## config.mk

```make
export PLATFORM = sky130hd
export DESIGN_NAME = dsp_mem_loader_flat
export DESIGN_NICKNAME = d
export VERILOG_FILES = /design/src/rtl/dsp_mem_loader_if.sv /design/src/rtl/dsp_mem_loader.sv /design/src/flat_wrapper.sv
export SDC_FILE = /design/constraint.sdc
export NUM_CORES = 1
export LEC_CHECK = 0
export CAP_MARGIN = 0
export CELL_PAD_IN_SITES_DETAIL_PLACEMENT = 1
export CELL_PAD_IN_SITES_GLOBAL_PLACEMENT = 2
export CORE_MARGIN = 2
export CORE_UTILIZATION = 38
export CTS_CLUSTER_DIAMETER = 50
export DETAILED_ROUTE_END_ITERATION = 10
export PLACE_DENSITY = 0.92
export SETUP_SLACK_MARGIN = 0.15
export SYNTH_ARGS = -nofsm -noshare
export SYNTH_HDL_FRONTEND = slang
export SYNTH_SLANG_ARGS = --single-unit
```

## constraint.sdc

```tcl
create_clock -name clk -period 2.2 [get_ports clk]
set_input_delay 0.33 -clock clk [delete_from_list [all_inputs] [get_ports clk]]
set_output_delay 0.33 -clock clk [all_outputs]
set_load 0.02 [all_outputs]
```

## src/rtl/dsp_mem_loader_if.sv

```systemverilog
// Boot-stream and memory-write bundle between the upstream byte source, the loader and the dsp memories.
// The slave modport is the loader's view; master is the upstream/memory side.
interface dsp_mem_loader_if #(
  parameter int ADDR_W = 12
);
  logic              in_valid;
  logic [7:0]        in_data;
  logic              in_ready;
  logic [ADDR_W-1:0] mem_addr;
  logic [15:0]       mem_wdata;
  logic              mem_we_instr;
  logic              mem_we_data;

  modport slave (
    input  in_valid,
    input  in_data,
    output in_ready,
    output mem_addr,
    output mem_wdata,
    output mem_we_instr,
    output mem_we_data
  );

  modport master (
    output in_valid,
    output in_data,
    input  in_ready,
    input  mem_addr,
    input  mem_wdata,
    input  mem_we_instr,
    input  mem_we_data
  );
endinterface

```

## src/rtl/dsp_mem_loader.sv

```systemverilog
// Framed byte-stream boot loader: assembles big-endian words, writes them into InstrMem/DataMem
// through registered one-cycle strobes, and releases the dsp core once the end-of-load command arrives.
module dsp_mem_loader #(
  parameter int ADDR_W = 12,
  parameter int DATA_W = 16
) (
  input  logic                clk,
  input  logic                reset,
  dsp_mem_loader_if.slave     bus,
  output logic [15:0]         words_written,
  output logic                dsp_run,
  output logic                err
);

  localparam logic [7:0] CMD_INSTR = 8'hA5;
  localparam logic [7:0] CMD_DATA  = 8'h5A;
  localparam logic [7:0] CMD_END   = 8'hF0;

  typedef enum logic [3:0] {
    IDLE,
    ADDR_H,
    ADDR_L,
    CNT_H,
    CNT_L,
    DATA_H,
    DATA_L,
    DONE,
    ERR
  } state_t;

  state_t              state_q,     state_d;
  logic                toInstr_q,   toInstr_d;
  logic [7:0]          addrHi_q,    addrHi_d;
  logic [ADDR_W-1:0]   addr_q,      addr_d;
  logic [7:0]          cntHi_q,     cntHi_d;
  logic [15:0]         cnt_q,       cnt_d;
  logic [7:0]          dataHi_q,    dataHi_d;
  logic [ADDR_W-1:0]   memAddr_q,   memAddr_d;
  logic [DATA_W-1:0]   memWdata_q,  memWdata_d;
  logic                weInstr_q,   weInstr_d;
  logic                weData_q,    weData_d;
  logic [15:0]         words_q,     words_d;

  logic ready;
  logic accept;

  // Terminal states stop the stream so no byte is ever consumed after end-of-load or an error.
  assign ready  = (state_q != DONE) && (state_q != ERR);
  assign accept = bus.in_valid && ready;

  always_ff @(posedge clk or negedge reset) begin
    if (!reset) begin
      state_q    <= IDLE;
      toInstr_q  <= 1'b0;
      addrHi_q   <= '0;
      addr_q     <= '0;
      cntHi_q    <= '0;
      cnt_q      <= '0;
      dataHi_q   <= '0;
      memAddr_q  <= '0;
      memWdata_q <= '0;
      weInstr_q  <= 1'b0;
      weData_q   <= 1'b0;
      words_q    <= '0;
    end else begin
      state_q    <= state_d;
      toInstr_q  <= toInstr_d;
      addrHi_q   <= addrHi_d;
      addr_q     <= addr_d;
      cntHi_q    <= cntHi_d;
      cnt_q      <= cnt_d;
      dataHi_q   <= dataHi_d;
      memAddr_q  <= memAddr_d;
      memWdata_q <= memWdata_d;
      weInstr_q  <= weInstr_d;
      weData_q   <= weData_d;
      words_q    <= words_d;
    end
  end

  always_comb begin
    state_d    = state_q;
    toInstr_d  = toInstr_q;
    addrHi_d   = addrHi_q;
    addr_d     = addr_q;
    cntHi_d    = cntHi_q;
    cnt_d      = cnt_q;
    dataHi_d   = dataHi_q;
    memAddr_d  = memAddr_q;
    memWdata_d = memWdata_q;
    weInstr_d  = 1'b0;
    weData_d   = 1'b0;
    words_d    = words_q;

    if (accept) begin
      unique case (state_q)
        IDLE: begin
          unique case (bus.in_data)
            CMD_INSTR: begin
              toInstr_d = 1'b1;
              state_d   = ADDR_H;
            end
            CMD_DATA: begin
              toInstr_d = 1'b0;
              state_d   = ADDR_H;
            end
            CMD_END: state_d = DONE;
            default: state_d = ERR;
          endcase
        end
        ADDR_H: begin
          addrHi_d = bus.in_data;
          state_d  = ADDR_L;
        end
        ADDR_L: begin
          // Upper address bits beyond the memory width are dropped by the size cast.
          addr_d  = ADDR_W'({addrHi_q, bus.in_data});
          state_d = CNT_H;
        end
        CNT_H: begin
          cntHi_d = bus.in_data;
          state_d = CNT_L;
        end
        CNT_L: begin
          cnt_d   = {cntHi_q, bus.in_data};
          state_d = ({cntHi_q, bus.in_data} == 16'd0) ? IDLE : DATA_H;
        end
        DATA_H: begin
          dataHi_d = bus.in_data;
          state_d  = DATA_L;
        end
        DATA_L: begin
          memAddr_d  = addr_q;
          memWdata_d = {dataHi_q, bus.in_data};
          weInstr_d  = toInstr_q;
          weData_d   = !toInstr_q;
          words_d    = words_q + 16'd1;
          addr_d     = addr_q + ADDR_W'(1);
          cnt_d      = cnt_q - 16'd1;
          state_d    = (cnt_q == 16'd1) ? IDLE : DATA_H;
        end
        default: state_d = state_q;
      endcase
    end
  end

  assign bus.in_ready     = ready;
  assign bus.mem_addr     = memAddr_q;
  assign bus.mem_wdata    = memWdata_q;
  assign bus.mem_we_instr = weInstr_q;
  assign bus.mem_we_data  = weData_q;
  assign words_written    = words_q;
  assign dsp_run          = (state_q == DONE);
  assign err              = (state_q == ERR);

endmodule

```

## src/flat_wrapper.sv

```systemverilog
// flat-port wrapper written by rule: the top's interface ports become plain ports
module dsp_mem_loader_flat 
#(
  parameter int ADDR_W = 12,
  parameter int DATA_W = 16
)
  (clk, reset, words_written, dsp_run, err, bus_in_valid, bus_in_data, bus_in_ready, bus_mem_addr, bus_mem_wdata, bus_mem_we_instr, bus_mem_we_data);
  dsp_mem_loader_if #(.ADDR_W(ADDR_W)) bus_i ();
  input  logic clk;
  input  logic reset;
  output logic [15:0] words_written;
  output logic dsp_run;
  output logic err;
  input wire logic [$bits(bus_i.in_valid)-1:0] bus_in_valid;
  input wire logic [$bits(bus_i.in_data)-1:0] bus_in_data;
  output wire logic [$bits(bus_i.in_ready)-1:0] bus_in_ready;
  output wire logic [$bits(bus_i.mem_addr)-1:0] bus_mem_addr;
  output wire logic [$bits(bus_i.mem_wdata)-1:0] bus_mem_wdata;
  output wire logic [$bits(bus_i.mem_we_instr)-1:0] bus_mem_we_instr;
  output wire logic [$bits(bus_i.mem_we_data)-1:0] bus_mem_we_data;
  assign bus_i.in_valid = bus_in_valid;
  assign bus_i.in_data = bus_in_data;
  assign bus_in_ready = bus_i.in_ready;
  assign bus_mem_addr = bus_i.mem_addr;
  assign bus_mem_wdata = bus_i.mem_wdata;
  assign bus_mem_we_instr = bus_i.mem_we_instr;
  assign bus_mem_we_data = bus_i.mem_we_data;
  dsp_mem_loader #(.ADDR_W(ADDR_W), .DATA_W(DATA_W)) u_core (.clk(clk), .reset(reset), .bus(bus_i), .words_written(words_written), .dsp_run(dsp_run), .err(err));
endmodule
```

==> impl_metrics.prom, run 1 <==
# TYPE chip_impl_metric gauge
chip_impl_metric{name="worst_pin_slew",unit="ns"} 0.596
chip_impl_metric{name="clk-insertion-delay-late",unit="ns"} 0.36
chip_impl_info{name="worstSetupEndpointType",value="register"} 1
chip_impl_metric{name="drc",unit=""} 0
chip_impl_metric{name="cap_violations",unit=""} 0
chip_impl_metric{name="numPortBuffers",unit=""} 59
chip_impl_metric{name="place.detailed.hpwl",unit="mm"} 9.72
chip_impl_metric{name="pwrdens",unit="nW/um2"} 1270
chip_impl_metric{name="h-tree-depth",unit=""} 3
chip_impl_metric{name="power_leakage",unit="nW"} 2.70
chip_impl_metric{name="synthCells",unit=""} 433
chip_impl_metric{name="grt_overflow",unit=""} 0
chip_impl_info{name="root_buffer",value="sky130_fd_sc_hd__clkbuf_16"} 1
chip_impl_metric{name="fp.dieW",unit="um"} 119
chip_impl_metric{name="arrival",unit="ns"} 2.18
chip_impl_metric{name="skew",unit="ns"} 0.0105
chip_impl_info{name="worst-setup-path-type",value="register to register"} 1
chip_impl_metric{name="number_of_register_bits_inferred_by_synthesis",unit=""} 99
chip_impl_metric{name="post_drt_wl_per_cell",unit="um"} 19.8
chip_impl_metric{name="ir_drop",unit="V"} 0.000520
chip_impl_info{name="worst_min_path_class",value="input pin to async pin"} 1
chip_impl_metric{name="routed-via-count",unit=""} 3760
chip_impl_metric{name="synth_enable_flop_cells",unit=""} 0
chip_impl_metric{name="floorplan.die_area",unit="um2"} 14200
chip_impl_metric{name="maximum_buffer_depth_of_the_clock_tree",unit=""} 2
chip_impl_metric{name="post-cts-setup-buffer-count",unit=""} 0
chip_impl_metric{name="totalNegativeSetupSlack",unit="ns"} 0
chip_impl_metric{name="final-setup-viol-count",unit=""} 0
chip_impl_metric{name="row_count",unit=""} 42
chip_impl_metric{name="ys_warn_count",unit=""} 0
chip_impl_info{name="status",value="complete, no violations"} 1
chip_impl_metric{name="hold_viol",unit=""} 0
chip_impl_metric{name="ant_nets",unit=""} 0
chip_impl_metric{name="finalWorstPathRequiredPeriod",unit="ns"} 1.91
chip_impl_info{name="critPathSlowestCell",value="sky130_fd_sc_hd__dfrtp_1"} 1
chip_impl_metric{name="wire_length_of_the_first_global_routing_pass",unit="mm"} 22.3
chip_impl_metric{name="layout-area-overhead-vs-synth",unit="%"} 22.6
chip_impl_info{name="dominantRegCellSynth",value="sky130_fd_sc_hd__dfrtp_1"} 1
chip_impl_metric{name="finalPower",unit="mW"} 7.85
chip_impl_metric{name="worst-endpoint-required",unit="ns"} 2.47
chip_impl_metric{name="total_clock_buffers_created_by_cts",unit=""} 9
chip_impl_metric{name="fillers",unit=""} 1382
chip_impl_metric{name="reg_area",unit="um2"} 2480
chip_impl_metric{name="timing.critical_path.fanout_max",unit=""} 27
chip_impl_metric{name="route.final.wire_length",unit="mm"} 13.5
chip_impl_metric{name="clock.fmax",unit="MHz"} 524
chip_impl_metric{name="place.detailed.instances",unit=""} 666
chip_impl_metric{name="synth.avg_cell_area",unit="um2"} 11.7
chip_impl_info{name="crit_path_cell_trace",value="buf_4, and4bb_1, buf_6, nand3_2, nor3_1, xor2_1"} 1
chip_impl_metric{name="dieHeight",unit="um"} 119
chip_impl_metric{name="initial_utilization",unit=""} 0.386
chip_impl_metric{name="grt_start_max_net_pins",unit=""} 65
chip_impl_metric{name="worst_setup_hold_path_clk_slew",unit="ns"} 0.07
chip_impl_metric{name="n_antenna_cell",unit=""} 0
chip_impl_metric{name="fraction_of_layout_cells_with_a_size_suffix_above_1",unit=""} 0.221
chip_impl_metric{name="layout_worst_path_cycle_share",unit=""} 0.867
chip_impl_metric{name="seq_area_frac_synth",unit=""} 0.491
chip_impl_info{name="critical-path-top-delay-family",value="simple AND/OR/NAND/NOR gates"} 1
chip_impl_metric{name="antenna_found_initial",unit=""} 0
chip_impl_metric{name="worstPathBufferInverterCount",unit=""} 2
chip_impl_metric{name="grt_pass1_vias",unit=""} 4042
chip_impl_metric{name="first_pass_iters",unit=""} 4
chip_impl_metric{name="synth.lib_cells_used.distinct",unit=""} 68
chip_impl_metric{name="drtIter0Drc",unit=""} 165
chip_impl_metric{name="finalWeightedCongestion",unit=""} 0.865
chip_impl_metric{name="synth_fp_nets",unit=""} 448
chip_impl_metric{name="area_of_the_mapped_netlist",unit="um2"} 5050
chip_impl_metric{name="cp_slowest_stage_delay",unit="ns"} 0.40
chip_impl_metric{name="final_nets",unit=""} 517
chip_impl_metric{name="final.hold.worst_slack",unit="ns"} 0.332
chip_impl_metric{name="floorplan.core_area",unit="um2"} 13100
chip_impl_metric{name="ys_async_rst_share",unit=""} 1.00
chip_impl_metric{name="numClockSinks",unit=""} 99
chip_impl_metric{name="avgViaCountPerCell",unit=""} 5.51
chip_impl_metric{name="final_cells",unit=""} 683
chip_impl_metric{name="max_slew_margin",unit=""} 0.599
chip_impl_metric{name="globalRouteTotalUtil",unit=""} 0.200
chip_impl_info{name="rsz0062_at_grt",value="no"} 1
chip_impl_metric{name="number_of_slew_limit_violations_in_the_final_report",unit=""} 0
chip_impl_info{name="worstSetupStartpointType",value="register"} 1
chip_impl_metric{name="num_io_pins",unit=""} 60
chip_impl_metric{name="multi_input_comb_area",unit="um2"} 2340
chip_impl_info{name="cts_tree",value="built"} 1
==> report_power, final <==
group	internal (mW)	switching, mW
clock network	0.901	0.751
logic	1.52	1.52
registers	2.51	0.661
total	4.92	2.93
==> stage by stage <==
step / area, um2 / utilization / setup WS [ns]
after CTS: 6190 / 0.473 / 0.167
after floorplan: 5050 / - / 0.449
final: 6190 / 0.473 / 0.292
after global placement: 5880 / 0.449 / 0.0934
after global routing: 6190 / 0.473 / 0.151
after detailed placement: 5880 / 0.449 / 0.0488
==> synth_stat cells, drive strengths merged (6+ instances only) <==
cell type  number  area share
dfrtp          99        0.49
mux2           49        0.13
nor2           26       0.019
nand2          23       0.019
a21oi          22       0.022
o21ai          20       0.020
buf            18       0.031
nand3          18       0.020
nor3           12       0.019
xnor2          10       0.017
and3            9       0.011
clkbuf          9       0.011
nand4           9       0.012
nor4            9       0.014
o22ai           9       0.011
a31oi           8      0.0099
inv             8      0.0059
a2bb2oi         6       0.010
xor2            6       0.010
==> placed cells by master (no fill, tap or decap), types with 3 or more instances in the layout <==
cell	instances
sky130_fd_sc_hd__o21ai_0	20
sky130_fd_sc_hd__mux2_2	23
sky130_fd_sc_hd__nand3b_1	3
sky130_fd_sc_hd__clkdlybuf4s50_1	55
sky130_fd_sc_hd__a2bb2oi_1	6
sky130_fd_sc_hd__buf_12	3
sky130_fd_sc_hd__nand2_1	22
sky130_fd_sc_hd__xnor2_1	10
sky130_fd_sc_hd__a311oi_1	3
sky130_fd_sc_hd__o22a_1	3
sky130_fd_sc_hd__xor2_1	6
sky130_fd_sc_hd__nor3_1	7
sky130_fd_sc_hd__nand3_1	16
sky130_fd_sc_hd__mux2_4	26
sky130_fd_sc_hd__nand4_1	8
sky130_fd_sc_hd__inv_1	8
sky130_fd_sc_hd__a22oi_1	3
sky130_fd_sc_hd__a31oi_1	8
sky130_fd_sc_hd__nor4_1	8
sky130_fd_sc_hd__and2_1	3
sky130_fd_sc_hd__o22ai_1	9
sky130_fd_sc_hd__and3_1	9
sky130_fd_sc_hd__a21oi_1	22
sky130_fd_sc_hd__ha_1	4
sky130_fd_sc_hd__inv_6	4
sky130_fd_sc_hd__clkbuf_16	9
sky130_fd_sc_hd__dfrtp_1	99
sky130_fd_sc_hd__buf_4	22
sky130_fd_sc_hd__nor3_2	3
sky130_fd_sc_hd__nor2_1	26
==> sequential cells by signal, indices dropped and copies added, names as in the netlist <==
| name | count |
|---|---|
| u_core.bus.mem_we_data | 1 |
| u_core.cntHi_q | 8 |
| u_core.toInstr_q | 1 |
| u_core.addr_q | 12 |
| u_core.bus.mem_we_instr | 1 |
| u_core.state_q | 4 |
| u_core.bus.mem_wdata | 16 |
| u_core.cnt_q | 16 |
| u_core.bus.mem_addr | 12 |
| u_core.words_written | 16 |
| u_core.addrHi_q | 4 |
| u_core.dataHi_q | 8 |
==> worst register-to-register path, cell delays in order (launching register included) <==
cell	delay (ns)
sky130_fd_sc_hd__dfrtp_1	0.40
sky130_fd_sc_hd__buf_4	0.25
sky130_fd_sc_hd__and4bb_1	0.33
sky130_fd_sc_hd__buf_6	0.25
sky130_fd_sc_hd__nand3_2	0.17
sky130_fd_sc_hd__nor3_1	0.26
sky130_fd_sc_hd__xor2_1	0.18
==> worst paths after layout <==
check / start / end / slack [ns] / cells past startpoint
hold reg to reg: u_core.words_written[15] / u_core.words_written[15] / 0.47 / 1
max in group asynchronous: reset / u_core.cntHi_q[0] / 1.28 / 3
setup / recovery: u_core.state_q[2] / u_core.words_written[13] / 0.29 / 6
min in group clk: u_core.words_written[15] / u_core.words_written[15] / 0.47 / 1
hold / removal: reset / u_core.bus.mem_wdata[10] / 0.33 / 2
setup reg to reg: u_core.state_q[2] / u_core.words_written[13] / 0.29 / 6
==> cells by family after synthesis <==
kind of cell / count (synthesis) / share of synthesized area
AO/OA/AOI/OAI: 89 / 0.113
XOR/XNOR: 16 / 0.0278
adder cells (fa/ha/maj): 4 / 0.00991
buffers and inverters: 35 / 0.0478
flip-flops: 99 / 0.491
multiplexers: 51 / 0.133
AND/OR/NAND/NOR: 139 / 0.178
==> repair_timing <==
item / 4_1_cts / 5_1_grt
endpoints found under the setup margin: 3 / 6
resized for setup: 3 / 3
hold buffers: 1 / 0
endpoints found under the hold margin: 6 / 0
==> layout make-up <==
cell class,count,area share
clock inverters,7,0.0131
flip-flops and latches,99,0.400
repair buffers,85,0.132
clock buffers,9,0.0364
well taps,176,0.0356
multi-input cells,299,0.377
inverters,8,0.00485
==> routing by layer <==
metal  wire (um)  GRT usage  up-vias
met1        5900      0.253     1933
met5           0          0        -
met2        6910      0.343       70
met3         495     0.0445       16
li1            -          -     1741
met4         192     0.0588        0
Note: power is estimated with default switching activity, not from simulation.
==> run 2: changes to the inputs <==
==> constraint.sdc (replaced) <==
create_clock -name clk -period 2.2 [get_ports clk]
set_input_delay 0.22 -clock clk [delete_from_list [all_inputs] [get_ports clk]]
set_output_delay 0.22 -clock clk [all_outputs]
set_load 0.02 [all_outputs]
==> run 2 against run 1 <==
Net effect:
- clock skew is 0.0035 ns lower
- count of clock-buffer cells in the layout unchanged
- flip-flop and latch count is the same
- critical path depth down 2
- non-clock buffer count rose by 2
- maximum frequency down 1.1%
- global-route usage up 0.46 points
- worst hold slack better by 0.071 ns
- sequential power is 2% higher
- critical endpoint is now bus_in_ready
- largest cell class unchanged
- largest power group unchanged
==> impl_metrics.prom, run 2 (synthesis results as in run 1) <==
# TYPE chip_impl_metric gauge
chip_impl_info{name="rsz0062_at_grt",value="no"} 1
chip_impl_metric{name="grt_start_max_net_pins",unit=""} 44
chip_impl_metric{name="worst_setup_hold_path_clk_slew",unit="ns"} 0.07
chip_impl_metric{name="floorplan.die_area",unit="um2"} 14200
chip_impl_metric{name="place.detailed.instances",unit=""} 668
chip_impl_info{name="cts_tree",value="built"} 1
chip_impl_metric{name="clock.fmax",unit="MHz"} 518
chip_impl_metric{name="dieHeight",unit="um"} 119
chip_impl_metric{name="maximum_buffer_depth_of_the_clock_tree",unit=""} 2
chip_impl_metric{name="antenna_found_initial",unit=""} 0
chip_impl_metric{name="fp.dieW",unit="um"} 119
chip_impl_metric{name="place.detailed.hpwl",unit="mm"} 10.0
chip_impl_metric{name="final_nets",unit=""} 519
chip_impl_metric{name="h-tree-depth",unit=""} 3
chip_impl_metric{name="cap_violations",unit=""} 0
chip_impl_metric{name="pwrdens",unit="nW/um2"} 1300
chip_impl_metric{name="floorplan.core_area",unit="um2"} 13100
chip_impl_metric{name="drc",unit=""} 0
chip_impl_metric{name="skew",unit="ns"} 0.00700
chip_impl_metric{name="numClockSinks",unit=""} 99
chip_impl_metric{name="finalPower",unit="mW"} 8.09
chip_impl_metric{name="post-cts-setup-buffer-count",unit=""} 0
chip_impl_metric{name="grt_overflow",unit=""} 0
chip_impl_metric{name="initial_utilization",unit=""} 0.386
chip_impl_metric{name="post_drt_wl_per_cell",unit="um"} 20.2
chip_impl_metric{name="final-setup-viol-count",unit=""} 0
chip_impl_metric{name="avgViaCountPerCell",unit=""} 5.61
chip_impl_metric{name="power_leakage",unit="nW"} 2.72
chip_impl_metric{name="total_clock_buffers_created_by_cts",unit=""} 9
chip_impl_metric{name="hold_viol",unit=""} 0
chip_impl_metric{name="totalNegativeSetupSlack",unit="ns"} 0
chip_impl_metric{name="n_antenna_cell",unit=""} 0
chip_impl_metric{name="post-place-ws",unit="ns"} 0.0995
chip_impl_info{name="final_cell_mix",value="sky130_fd_sc_hd__dfrtp_1 (97), sky130_fd_sc_hd__clkdlybuf4s50_1 (55), sky130_fd_sc_hd__nor2_1 (26), sky130_fd_sc_hd__mux2_4 (26), sky130_fd_sc_hd__buf_4 (26)"} 1
chip_impl_info{name="critical-path-top-delay-family",value="simple AND/OR/NAND/NOR gates"} 1
chip_impl_metric{name="layout-area-overhead-vs-synth",unit="%"} 23.5
chip_impl_metric{name="max_slew_margin",unit=""} 0.587
chip_impl_metric{name="row_count",unit=""} 42
chip_impl_metric{name="fillers",unit=""} 1351
chip_impl_metric{name="wire_length_of_the_first_global_routing_pass",unit="mm"} 22.8
chip_impl_info{name="worst-setup-path-type",value="register to output port"} 1
chip_impl_metric{name="arrival",unit="ns"} 1.71
chip_impl_metric{name="ant_nets",unit=""} 0
chip_impl_metric{name="grt_pass1_vias",unit=""} 4249
chip_impl_metric{name="num_io_pins",unit=""} 60
chip_impl_metric{name="fin_ws",unit="ns"} 0.271
chip_impl_metric{name="final_cells",unit=""} 685
chip_impl_metric{name="drtIter0Drc",unit=""} 193
chip_impl_metric{name="layout_worst_path_cycle_share",unit=""} 0.877
chip_impl_metric{name="route.final.wire_length",unit="mm"} 13.9
chip_impl_info{name="root_buffer",value="sky130_fd_sc_hd__clkbuf_16"} 1
chip_impl_metric{name="globalRouteTotalUtil",unit=""} 0.205
chip_impl_metric{name="first_pass_iters",unit=""} 5
chip_impl_metric{name="clk-insertion-delay-late",unit="ns"} 0.35
chip_impl_metric{name="timing.critical_path.fanout_max",unit=""} 7
chip_impl_metric{name="worstPathBufferInverterCount",unit=""} 1
chip_impl_metric{name="worst_pin_slew",unit="ns"} 0.614
chip_impl_metric{name="worst-endpoint-required",unit="ns"} 1.98
chip_impl_metric{name="ir_drop",unit="V"} 0.000530
chip_impl_info{name="worstSetupStartpointType",value="register"} 1
chip_impl_info{name="critPathSlowestCell",value="sky130_fd_sc_hd__dfrtp_1"} 1
chip_impl_metric{name="finalWorstPathRequiredPeriod",unit="ns"} 1.93
chip_impl_metric{name="final.hold.worst_slack",unit="ns"} 0.403
chip_impl_info{name="status",value="complete, no violations"} 1
chip_impl_metric{name="number_of_slew_limit_violations_in_the_final_report",unit=""} 0
chip_impl_metric{name="cp_slowest_stage_delay",unit="ns"} 0.43
chip_impl_info{name="layout_commonest_cell",value="sky130_fd_sc_hd__dfrtp_1"} 1
chip_impl_info{name="crit_path_cell_trace",value="and2b_2, and3_1, nor2_1, dlygate4sd2_1"} 1
chip_impl_metric{name="finalWeightedCongestion",unit=""} 0.833
chip_impl_metric{name="numPortBuffers",unit=""} 59
chip_impl_info{name="worstSetupEndpointType",value="output port"} 1
chip_impl_metric{name="routed-via-count",unit=""} 3843
chip_impl_metric{name="fraction_of_layout_cells_with_a_size_suffix_above_1",unit=""} 0.226
chip_impl_info{name="worst_min_path_class",value="input pin to async pin"} 1
[run 2: cell count changes in the layout (fill, tap and decap cells not counted), moves of 2 or more]
cell	change
sky130_fd_sc_hd__inv_6	-3
sky130_fd_sc_hd__dfrtp_1	-2
sky130_fd_sc_hd__buf_4	+4
sky130_fd_sc_hd__bufinv_16	+2
sky130_fd_sc_hd__dfrtp_2	+2
[run 2: final timing paths]
path                                          start                  endpoint  slack (ns)  cells past startpoint
hold reg to reg            u_core.words_written[15]  u_core.words_written[15]        0.48                      1
setup / recovery                  u_core.state_q[3]              bus_in_ready        0.27                      4
max in group asynchronous                     reset          u_core.addr_q[3]        1.10                      3
hold / removal                                reset   u_core.bus.mem_wdata[6]        0.40                      2
setup reg to reg                  u_core.state_q[0]  u_core.words_written[15]        0.33                      5
min in group clk           u_core.words_written[15]  u_core.words_written[15]        0.48                      1
[run 2: timing repair]
action	4_1_cts	5_1_grt
endpoints found under the hold margin	39	0
hold buffers	1	0
endpoints found under the setup margin	3	0
resized for setup	6	0
[run 2: area by class of cell]
type	count	area [um2]	share of cell area
tap	176	220	0.0353
timing repair buffer	87	822	0.132
sequential	99	2480	0.398
clock inverter	7	123	0.0197
inverter	8	30.0	0.00482
multi-input combinational	299	2340	0.375
clock buffer	9	225	0.0361
[run 2: metrics by stage]
step | util | cell area, um2
CTS | 0.477 | 6240
finish | 0.477 | 6240
global placement | 0.449 | 5870
floorplan | - | 5050
global route | 0.477 | 6240
detailed placement | 0.449 | 5870
[run 2: where the power goes]
group / internal (mW) / switching (mW) / total (mW)
sequential: 2.51 / 0.720 / 3.23
combinational: 1.53 / 1.47 / 3.00
clock: 1.12 / 0.735 / 1.86
[run 2: metal layers]
layer | global-route usage | routed length [um]
met1 | 0.252 | 5950
met2 | 0.351 | 7100
met3 | 0.0393 | 475
met4 | 0.0848 | 328
met5 | 0 | 0
==> RTL edit (settings of run 1) <==
`addrHi_q`, `addr_q`, `dataHi_q`, `memAddr_q`, `memWdata_q` and `words_q` no longer have a reset.
--- a/src/rtl/dsp_mem_loader.sv
+++ b/src/rtl/dsp_mem_loader.sv
@@ -53,28 +53,25 @@
       state_q    <= IDLE;
       toInstr_q  <= 1'b0;
-      addrHi_q   <= '0;
-      addr_q     <= '0;
       cntHi_q    <= '0;
       cnt_q      <= '0;
-      dataHi_q   <= '0;
-      memAddr_q  <= '0;
-      memWdata_q <= '0;
       weInstr_q  <= 1'b0;
       weData_q   <= 1'b0;
-      words_q    <= '0;
     end else begin
       state_q    <= state_d;
       toInstr_q  <= toInstr_d;
-      addrHi_q   <= addrHi_d;
-      addr_q     <= addr_d;
       cntHi_q    <= cntHi_d;
       cnt_q      <= cnt_d;
-      dataHi_q   <= dataHi_d;
-      memAddr_q  <= memAddr_d;
-      memWdata_q <= memWdata_d;
       weInstr_q  <= weInstr_d;
       weData_q   <= weData_d;
-      words_q    <= words_d;
     end
+  end
+
+  always_ff @(posedge clk) begin
+    addrHi_q   <= addrHi_d;
+    addr_q     <= addr_d;
+    dataHi_q   <= dataHi_d;
+    memAddr_q  <= memAddr_d;
+    memWdata_q <= memWdata_d;
+    words_q    <= words_d;
   end
 
Check against the original RTL: differs if reset is asserted again (counterexample within 10 cycles, from zero or initial values and one cycle with reset low); with reset held inactive, the same outputs for 10 cycles.
==> RTL edit against run 1 <==
Area after synthesis shrank 11%; sequential cell count stayed put; setup slack got worse by 0.034 ns; count of clock-buffer cells in the layout up 3; routed wire length decreased by 12%; via count is 12% lower; maximum frequency is 1.7% lower; non-clock buffer count decreased by 4; cell area shrank 8.2%; critical path type is now register to primary output; highest routed layer unchanged.
Power is not compared: it rests on default switching activity, and its combinational part moved more than twofold at a synthesized area within 25%.
==> RTL edit: results (changes against run 1) <==
.. list-table::
   :header-rows: 1

   * - Metric
     - Value
   * - Run status
     - completed
   * - Fillers
     - 1,185 (-14%)
   * - Leading post-synthesis cells by cell area
     - sky130_fd_sc_hd__edfxtp_1 45%, sky130_fd_sc_hd__dfrtp_1 17%, sky130_fd_sc_hd__xnor2_1 3.3%
   * - GR met2 Demand/Resource
     - 33.7% (-0.53 points)
   * - Transition at the pin with the smallest max-transition slack
     - 0.456 ns (-0.140 ns)
   * - Maximum number of pins on one net before global-route repair
     - 32 (-51%)
   * - Layout cell share with drive strength beyond 1
     - 12.3% (-9.8 points)
   * - Met3 layer wire length in the routed design
     - 486 um (-1.8%)
   * - Filler-free cell count of the finished design
     - 582 (-15%)
   * - Data arrival at the endpoint of the critical path
     - 1.61 ns (-0.57 ns)
   * - Largest delay share family, worst path
     - flip-flops
   * - Length of routed met2 wiring
     - 6160 um (-11%)
   * - Fraction of the mapped netlist area in compound gates
     - 10.3% (-0.98 points)
   * - Synth top cells by count
     - 68 x sky130_fd_sc_hd__edfxtp_1, 31 x sky130_fd_sc_hd__dfrtp_1, 27 x sky130_fd_sc_hd__nand2_1
   * - Hold Worst Slack
     - 0.389 ns (+0.0577 ns)
   * - RePlAce Congestion
     - 0.865 (about the same)
   * - Setup clock skew after layout
     - 0.00682 ns (-0.00365 ns)
   * - EDFF count, synth
     - 68 (+68)
   * - Total Routing Usage GR
     - 19.5% (-0.52 points)
   * - Post-synthesis sequential area ratio
     - 62.6% (+14 points)
   * - Multiplexer area fraction after synthesis
     - 2.23% (-11 points)
   * - Highest-delay cell along the critical path
     - sky130_fd_sc_hd__dfrtp_2
   * - Timing startpoint of the critical path
     - u_core.state_q[0]$_DFFE_PN0P_
   * - Mean Syn Cell Area
     - 12.7 sq um (+9.0%)
   * - Fin nets
     - 449 (-13%)
   * - Final Cycle Share
     - 88.3% (+1.5 points)
   * - Met1 layer usage reported by global route
     - 24.8% (-0.47 points)
   * - CP Capture Point
     - err
   * - Stage delay of the slowest cell on the critical path
     - 0.50 ns (+0.10 ns)
   * - End of the worst register-to-register path
     - u_core.cnt_q[13]$_DFFE_PN0P_
   * - First-pass GRT wire length
     - 19,200 um (-14%)
   * - Share of the synthesized netlist area taken by xor and xnor gates
     - 4.48% (+1.7 points)
   * - Final Routed Wirelength
     - 11,900 um (-12%)
==> RTL edit: timing repair <==
| action | CTS | global route |
|---|---|---|
| gates cloned | 0 | 0 |
| setup endpoints to repair | 3 | 2 |
| resized for setup | 5 | 4 |
==> RTL edit: kinds of logic (layout without fill, tap and decap cells) <==
family,count (synthesis),count (layout)
mux,9,9
xor+xnor,23,23
simple gates,131,131
flops,99,99
fa+ha+maj,4,4
buf+inv,19,104
compound gates,69,69
==> RTL edit: power by group through the flow <==
stage	Clock, mW	Combinational, mW	Sequential, mW
finish	1.55	1.40	2.83
global route	1.63	1.54	2.88
global placement	0	1.34	2.82
floorplan	0	0.898	2.74
CTS	1.57	1.41	2.82
detailed placement	0	1.41	2.84
==> RTL edit: area by class of cell <==
| cell class | count | share of cell area (%) |
|---|---|---|
| tap | 143 | 3.15 |
| clock inverter | 4 | 0.529 |
| timing repair buffer | 81 | 13.4 |
| clock buffer | 12 | 4.52 |
| multi-input combinational | 236 | 28.3 |
| inverter | 7 | 0.463 |
| sequential | 99 | 49.6 |
